### src/rtl/bresp_merge.sv
// Write-response merger: per-ID in-order queues of sub-transaction totals, folding
// downstream B beats into one worst-case upstream B. Optional: BRESP_MERGE_ERR_CNT_EN.
module bresp_merge #(
    parameter int ID_WIDTH      = 3,
    parameter int RESP_WIDTH    = 2,
    parameter int SUB_CNT_WIDTH = 3,
    parameter int DEPTH         = 4
) (
    input  logic                     aclk,
    input  logic                     arst,
    input  logic                     aw_valid,
    output logic                     aw_ready,
    input  logic [ID_WIDTH-1:0]      aw_id,
    input  logic [SUB_CNT_WIDTH-1:0] aw_total_sub,
    input  logic                     s_b_valid,
    output logic                     s_b_ready,
    input  logic [ID_WIDTH-1:0]      s_bid,
    input  logic [RESP_WIDTH-1:0]    s_bresp,
    output logic                     m_b_valid,
    input  logic                     m_b_ready,
    output logic [ID_WIDTH-1:0]      m_bid,
    output logic [RESP_WIDTH-1:0]    m_bresp,
    output logic                     err_unexp
`ifdef BRESP_MERGE_ERR_CNT_EN
    ,
    output logic [15:0]              err_cnt
`endif
);

    localparam int NUM_IDS = 2**ID_WIDTH;
    localparam int PTR_W   = $clog2(DEPTH);
    localparam int OCC_W   = PTR_W + 1;
    localparam int ADDR_W  = ID_WIDTH + PTR_W;

    localparam logic [RESP_WIDTH-1:0]    RESP_EXOKAY = RESP_WIDTH'(1);
    localparam logic [OCC_W-1:0]         OCC_FULL    = OCC_W'(DEPTH);
    localparam logic [OCC_W-1:0]         OCC_ONE     = OCC_W'(1);
    localparam logic [PTR_W-1:0]         PTR_ONE     = PTR_W'(1);
    localparam logic [SUB_CNT_WIDTH-1:0] CNT_ONE     = SUB_CNT_WIDTH'(1);
    localparam logic [SUB_CNT_WIDTH:0]   CNT_ONE_EXT = (SUB_CNT_WIDTH + 1)'(1);

    // Severity order DECERR > SLVERR > OKAY > EXOKAY; EXOKAY is the identity.
    function automatic logic [1:0] resp_rank(input logic [RESP_WIDTH-1:0] r);
        logic [1:0] rank;
        case (r)
            RESP_WIDTH'(0): rank = 2'd1;
            RESP_WIDTH'(1): rank = 2'd0;
            RESP_WIDTH'(2): rank = 2'd2;
            default:        rank = 2'd3;
        endcase
        return rank;
    endfunction

    function automatic logic [RESP_WIDTH-1:0] resp_merge(
        input logic [RESP_WIDTH-1:0] a,
        input logic [RESP_WIDTH-1:0] b
    );
        return (resp_rank(b) > resp_rank(a)) ? b : a;
    endfunction

    // Per-ID queue state
    logic [SUB_CNT_WIDTH-1:0] r_total    [NUM_IDS*DEPTH];
    logic [PTR_W-1:0]         r_wr_ptr   [NUM_IDS];
    logic [PTR_W-1:0]         r_rd_ptr   [NUM_IDS];
    logic [OCC_W-1:0]         r_occ      [NUM_IDS];
    logic [SUB_CNT_WIDTH-1:0] r_done_cnt [NUM_IDS];
    logic [RESP_WIDTH-1:0]    r_acc      [NUM_IDS];

    // Output registers
    logic                  r_m_b_valid;
    logic [ID_WIDTH-1:0]   r_m_bid;
    logic [RESP_WIDTH-1:0] r_m_bresp;
    logic                  r_err_unexp;

    logic                     w_aw_ready;
    logic                     w_aw_fire;
    logic                     w_aw_enq;
    logic                     w_aw_err;
    logic                     w_s_b_ready;
    logic                     w_b_fire;
    logic                     w_b_err;
    logic                     w_b_ok;
    logic                     w_final;
    logic                     w_err_now;
    logic [ADDR_W-1:0]        w_wr_addr;
    logic [ADDR_W-1:0]        w_rd_addr;
    logic [SUB_CNT_WIDTH-1:0] w_head_total;
    logic [SUB_CNT_WIDTH:0]   w_done_plus1;
    logic [RESP_WIDTH-1:0]    w_merged;

    // Admission uses registered occupancy only: a same-cycle pop never frees a slot.
    assign w_aw_ready = (r_occ[aw_id] < OCC_FULL);
    assign w_aw_fire  = aw_valid && w_aw_ready;
    assign w_aw_enq   = w_aw_fire && (aw_total_sub != '0);
    assign w_aw_err   = w_aw_fire && (aw_total_sub == '0);

    assign w_s_b_ready = !r_m_b_valid || m_b_ready;
    assign w_b_fire    = s_b_valid && w_s_b_ready;
    assign w_b_err     = w_b_fire && (r_occ[s_bid] == '0);
    assign w_b_ok      = w_b_fire && (r_occ[s_bid] != '0);

    assign w_wr_addr    = {aw_id, r_wr_ptr[aw_id]};
    assign w_rd_addr    = {s_bid, r_rd_ptr[s_bid]};
    assign w_head_total = r_total[w_rd_addr];
    assign w_done_plus1 = {1'b0, r_done_cnt[s_bid]} + CNT_ONE_EXT;
    assign w_merged     = resp_merge(r_acc[s_bid], s_bresp);
    assign w_final      = w_b_ok && (w_done_plus1 == {1'b0, w_head_total});
    assign w_err_now    = w_aw_err || w_b_err;

    // Totals are small; an asynchronous read keeps the final-beat decision in one cycle.
    always_ff @(posedge aclk) begin
        if (w_aw_enq) begin
            r_total[w_wr_addr] <= aw_total_sub;
        end
    end

    genvar gi;
    generate
        for (gi = 0; gi < NUM_IDS; gi = gi + 1) begin : g_id
            logic w_inc;
            logic w_pop;
            logic w_hit;

            assign w_inc = w_aw_enq && (aw_id == ID_WIDTH'(gi));
            assign w_pop = w_final  && (s_bid == ID_WIDTH'(gi));
            assign w_hit = w_b_ok   && (s_bid == ID_WIDTH'(gi));

            always_ff @(posedge aclk) begin
                if (arst) begin
                    r_occ[gi]      <= '0;
                    r_wr_ptr[gi]   <= '0;
                    r_rd_ptr[gi]   <= '0;
                    r_done_cnt[gi] <= '0;
                    r_acc[gi]      <= RESP_EXOKAY;
                end else begin
                    if (w_inc && !w_pop) begin
                        r_occ[gi] <= r_occ[gi] + OCC_ONE;
                    end else if (!w_inc && w_pop) begin
                        r_occ[gi] <= r_occ[gi] - OCC_ONE;
                    end
                    if (w_inc) begin
                        r_wr_ptr[gi] <= r_wr_ptr[gi] + PTR_ONE;
                    end
                    if (w_pop) begin
                        r_rd_ptr[gi]   <= r_rd_ptr[gi] + PTR_ONE;
                        r_done_cnt[gi] <= '0;
                        r_acc[gi]      <= RESP_EXOKAY;
                    end else if (w_hit) begin
                        r_done_cnt[gi] <= r_done_cnt[gi] + CNT_ONE;
                        r_acc[gi]      <= w_merged;
                    end
                end
            end
        end
    endgenerate

    // A completion during an upstream handshake reloads the slot for back-to-back output.
    always_ff @(posedge aclk) begin
        if (arst) begin
            r_m_b_valid <= 1'b0;
            r_m_bid     <= '0;
            r_m_bresp   <= '0;
            r_err_unexp <= 1'b0;
        end else begin
            r_err_unexp <= w_err_now;
            if (w_final) begin
                r_m_b_valid <= 1'b1;
                r_m_bid     <= s_bid;
                r_m_bresp   <= w_merged;
            end else if (m_b_ready) begin
                r_m_b_valid <= 1'b0;
            end
        end
    end

`ifdef BRESP_MERGE_ERR_CNT_EN
    logic [15:0] r_err_cnt;

    always_ff @(posedge aclk) begin
        if (arst) begin
            r_err_cnt <= '0;
        end else if (w_err_now && (r_err_cnt != 16'hFFFF)) begin
            r_err_cnt <= r_err_cnt + 16'd1;
        end
    end

    assign err_cnt = r_err_cnt;
`endif

    assign aw_ready  = w_aw_ready;
    assign s_b_ready = w_s_b_ready;
    assign m_b_valid = r_m_b_valid;
    assign m_bid     = r_m_bid;
    assign m_bresp   = r_m_bresp;
    assign err_unexp = r_err_unexp;

endmodule

### config.mk
export PLATFORM = sky130hd
export DESIGN_NAME = bresp_merge
export DESIGN_NICKNAME = d
export VERILOG_FILES = /design/src/rtl/bresp_merge.sv
export SDC_FILE = /design/constraint.sdc
export NUM_CORES = 1
export LEC_CHECK = 0
export CORE_MARGIN = 1
export CORE_UTILIZATION = 40
export CTS_BUF_LIST = sky130_fd_sc_hd__clkbuf_16
export DETAILED_ROUTE_END_ITERATION = 12
export GPL_ROUTABILITY_DRIVEN = 1
export PLACE_DENSITY = 0.56
export SLEW_MARGIN = 30
export SYNTH_ARGS = -nofsm -noshare
export SYNTH_HDL_FRONTEND = slang
export SYNTH_SLANG_ARGS = --single-unit
### constraint.sdc
create_clock -name aclk -period 6.9 [get_ports aclk]
set_input_delay 2.07 -clock aclk [delete_from_list [all_inputs] [get_ports aclk]]
set_output_delay 2.07 -clock aclk [all_outputs]
set_load 0.005 [all_outputs]
After elaboration in Yosys (flattened, before gate mapping)
Memories as Yosys holds them, arrays and structs flattened. Cells that the tools add are included. W data, S select, Z words.

Equality and inequality tests: 19. Mux-type cells: 209. Add/subtract/negate cells: 41. Bitwise logic cells: 64. Reduce and logical (&&, ||, !) cells: 75. Magnitude comparators: 2.

Operators with widths (count): $mux W1 (142); $mux W3 (32); $mux W2 (33); $or A1 B1 Y1 (64); $add A3 B1 Y3 const B (16); $logic_and A1 B1 Y1 (47); $add A2 B1 Y2 const B (16); $eq A3 B3 Y1 const B (8); $sub A3 B1 Y3 const B (8); $logic_not A1 Y1 (17); $eq A3 B2 Y1 const B (4); $logic_not A3 Y1 (4); $pmux W2 S3 (2); $eq A3 B1 Y1 const B (2); $reduce_bool A3 Y1 (2); $add A3 B1 Y4 const B (1); $eq A2 B1 Y1 const B (2); $eq A2 B2 Y1 const B (2); $eq A4 B3 Y1 (1); $logic_not A2 Y1 (2); $lt A3 B3 Y1 const B (1); $gt A2 B2 Y1 (1); $logic_or A1 B1 Y1 (2); $reduce_bool A2 Y1 (1).

Flip-flop bits (word level): 7. Logic and storage cells: 420. Bits in writable memories: 192. Output and inout port bits: 9. Memories kept: 6.

Memory list: r_total (words 32, width 3, read ports 1, clocked after Yosys merged registers in 0, wr ports 1, RTL line 62) `logic [SUB_CNT_WIDTH-1:0] r_total [NUM_IDS*DEPTH];`; r_done_cnt (words 8, width 3, read ports 9, clocked after Yosys merged registers in 0, wr ports 8, RTL line 66) `logic [SUB_CNT_WIDTH-1:0] r_done_cnt [NUM_IDS];`; r_occ (words 8, width 3, read ports 10, clocked after Yosys merged registers in 0, wr ports 8, RTL line 65) `logic [OCC_W-1:0] r_occ [NUM_IDS];`; r_acc (words 8, width 2, read ports 1, clocked after Yosys merged registers in 0, wr ports 8, RTL line 67) `logic [RESP_WIDTH-1:0] r_acc [NUM_IDS];`; r_rd_ptr (words 8, width 2, read ports 9, clocked after Yosys merged registers in 0, wr ports 8, RTL line 64) `logic [PTR_W-1:0] r_rd_ptr [NUM_IDS];`; r_wr_ptr (words 8, width 2, read ports 9, clocked after Yosys merged registers in 0, wr ports 8, RTL line 63) `logic [PTR_W-1:0] r_wr_ptr [NUM_IDS];`.

Depth between registers and ports, before layout
Depth after elaboration: 13. Depth in mapped cells: 19.

Worst setup path before layout
OpenSTA, ideal clock, no wires.

Path type: input-to-reg. Start point: input port s_bid[1]. End point: memory r_occ[4][2] (netlist name), data pin. Setup time: 254 ps. Data arrival time: 5698 ps. Cell stages on the path: 17. Path slack: 948 ps. Path through: buf_4 nand2b_1 nor2_1 a211oi_4 buf_6 mux2_2 a211oi_1 nor4_1 or4_4 and2_1 nor3_4 buf_6 nand4_1 fa_1 xor2_1 nor4bb_1 o21a_1.

RTL lines: from (decl) (RTL line 17) `input logic [ID_WIDTH-1:0] s_bid,`; to (decl) (RTL line 65).

==> flow_metrics.tcl <==
set metrics [dict create \
    synth_top_area_share_pct 55.52 \
    hold_viol 0 \
    fmax_ghz 0.1566 \
    grt_usage_pct 21.19 \
    dp_hpwl_um 18930 \
    hold_depth 2 \
    synth_most_common_cell "edfxtp_1" \
    rows 58 \
    routed_wirelength_um 26910 \
    ys_seq_area_share_pct 56.87 \
    endpoint_kind "flop" \
    wl_per_cell_um 21.82 \
    path_clk_slew_ns 0.08 \
    synth_top_flop_cell "edfxtp_1" \
    drt-pass1-iter-count 5 \
    cts_hold_buffers 0 \
    synthTopCellsByCount "192 x edfxtp_1, 104 x nand2_1, 60 x nor3_1" \
    rsz0062_at_grt "no" \
    drive_above_1_share_pct 13.18 \
    grt_pass1_wl_um 41460 \
    final_cell_area_sq_um 11610 \
    power_density_nw_per_um2 235.6 \
    die_height_um 163.1 \
    place_congestion 0.8683 \
    worstMarginPinSlew_ns 0.9385 \
    outcome "finished, final reports clean" \
    syn_area_sq_um 10380 \
    cts_resized 0 \
    holdCritPathClass "reg2reg" \
    synth-seq-cells 199 \
    portBuffers 24 \
    boundaryPins 25 \
    relSlewSlack_pct 36.95 \
    grt_max_degree 66 \
    yosys.cell_types.count 77 \
    drv_cap 0 \
    cts_buffers 17 \
    fin_setup_tns_ns 0 \
    ir_drop_mv 0.1944 \
    finalCritPeriodShare_pct 92.57 \
    cp_data_arrival_time_ns 6.69 \
    via_count 7149 \
    ys.warnings.count 0 \
    r2r_cells 15 \
    nets 936 \
    slew_viol_final 0 \
    ant_nets 0 \
    die_area_sq_um 26610 \
    p_leak_nw 4.015 \
    clkLatencyLatePin_ns 0.44 \
    cts.sinks 199 \
    die_w_um 163.1 \
    antenna_cells 0 \
    yosysTopAreaCell "edfxtp_1" \
    synthArstFlopShare_pct 0 \
    avgSynthCellArea_sq_um 11.99 \
    drc 0 \
    min_period_ns 6.387 \
    setup_ws_ns 0.5127 \
    grt_pass1_vias 6986 \
    setup_violations 0 \
    synth.net_count 912 \
    grt-ovfl-total 0 \
    crit_required_ns 7.20 \
    cts_root_buf "clkbuf_16" \
    synth_edf_count 192 \
    core_area_sq_um 25330 \
    dpl_worst_slack_ns 0.1222 \
    skew_ns 0.01553 \
    clk_path_buf_depth 2 \
    placed_cell_area_sq_um 11030 \
    start_util_pct 41.00 \
    drt_iter0_markers 599 \
    critical_path_peak_fanout 10 \
    synthCells 866 \
    cp-start-kind "primary input" \
    cts_tree "done" \
    antenna_found_initial 0 \
    cts_max_level 4 \
    netlist_top_cells_area "edfxtp_1 56%, mux4_2 3.9%, nand2_1 3.8%, ha_1 3.5%, nor3_1 2.9%" \
    syn_to_final_growth_pct 11.84 \
    post_cts_buffers 0 \
    cpMaxStageDelayCell "clkdlybuf4s50_1" \
    crit_chain "clkdlybuf4s50_1 > nand2b_1 > o32ai_4 > a211oi_4 > buf_4 > mux2_2 > a211oi_1 > nor4b_1 > or3_1 > and2_1 > nor3_4 > nand4_1 > fa_1 > xor2_1 > nor4bb_1 > o21a_1" \
    viasPerCell 5.798 \
    worstSetupPathType "in2reg" \
    cpPeakStageDelay_ns 0.70 \
]
worst max-delay path, delay by kind of cell:
family	cells	cell delay [ns]
compound gates	4	1.05
mux	1	0.33
xor+xnor	1	0.20
fa+ha+maj	1	0.41
simple gates	7	1.66
buf+inv	2	0.94
placed cells by master, fill, tap and decap left out, types with 21 or more instances in the layout:
master / instances
xnor2_1: 27
buf_4: 31
clkdlybuf4s50_1: 22
inv_1: 28
nor2_1: 57
mux2i_1: 26
nor3_1: 60
ha_1: 29
edfxtp_1: 192
nand2_1: 104
nand3_1: 37
a21oi_1: 21
cell families after synthesis:
family / count (synthesis) / synth area share [%]
buf+inv: 80 / 3.434
simple gates: 346 / 16.25
mux: 59 / 8.217
compound gates: 121 / 8.928
fa+ha+maj: 30 / 3.687
xor+xnor: 31 / 2.614
flops: 199 / 56.87
cell type report:
cell class	instances	area, sq um
flip-flops and latches	199	5906
repair buffers	56	483.0
fillers	2311	13710
multi-input cells	587	4123
clock buffers	17	425.4
well taps	330	412.9
inverters	29	108.9
clock inverters	15	156.4
registers in the layout, indices dropped and copies added, names as in the netlist:
name / flops
m_bid: 3
err_unexp: 1
r_done_cnt: 24
r_total: 96
m_bresp: 2
r_occ: 24
r_wr_ptr: 16
m_b_valid: 1
r_rd_ptr: 16
r_acc: 16
report_power, final:
part	total, W	leakage [nW]	internal [W]	switching, W
Clock	0.000989	0.289	0.000487	0.000502
Combinational	0.000371	1.84	0.000133	0.000238
Sequential	0.00138	1.89	0.00135	0.0000220
final timing paths:
kind | start | endpoint | slack, ns
setup / recovery | s_bid[2] | r_occ[4][2] | 0.51
hold / removal | m_bid[0] | m_bid[0] | 0.46
setup reg to reg | r_rd_ptr[7][0] | r_occ[4][2] | 2.48
hold reg to reg | m_bid[0] | m_bid[0] | 0.46
metrics by stage:
| step | std cells | utilization, % | hold slack [ns] | total power [W] |
|---|---|---|---|---|
| final | 1233 | 45.86 | 0.4570 | 0.002736 |
| after global routing | 1233 | 45.86 | 0.4882 | 0.002828 |
| after CTS | 1233 | 45.86 | 0.4616 | 0.002752 |
| after detailed placement | 1201 | 43.56 | 0.4505 | 0.001774 |
| after global placement | 1201 | 43.56 | 0.4445 | 0.001772 |
| after floorplan | 866 | - | 0.4527 | 0.001646 |
per-layer routing:
metal,routed length [um],GRT usage (%),vias up
li1,-,-,3329
met1,12400,29.47,3575
met2,12650,34.31,218
met3,1372,3.174,27
met4,488,6.075,0
met5,0,0,-
(Power assumes the default switching activity.)
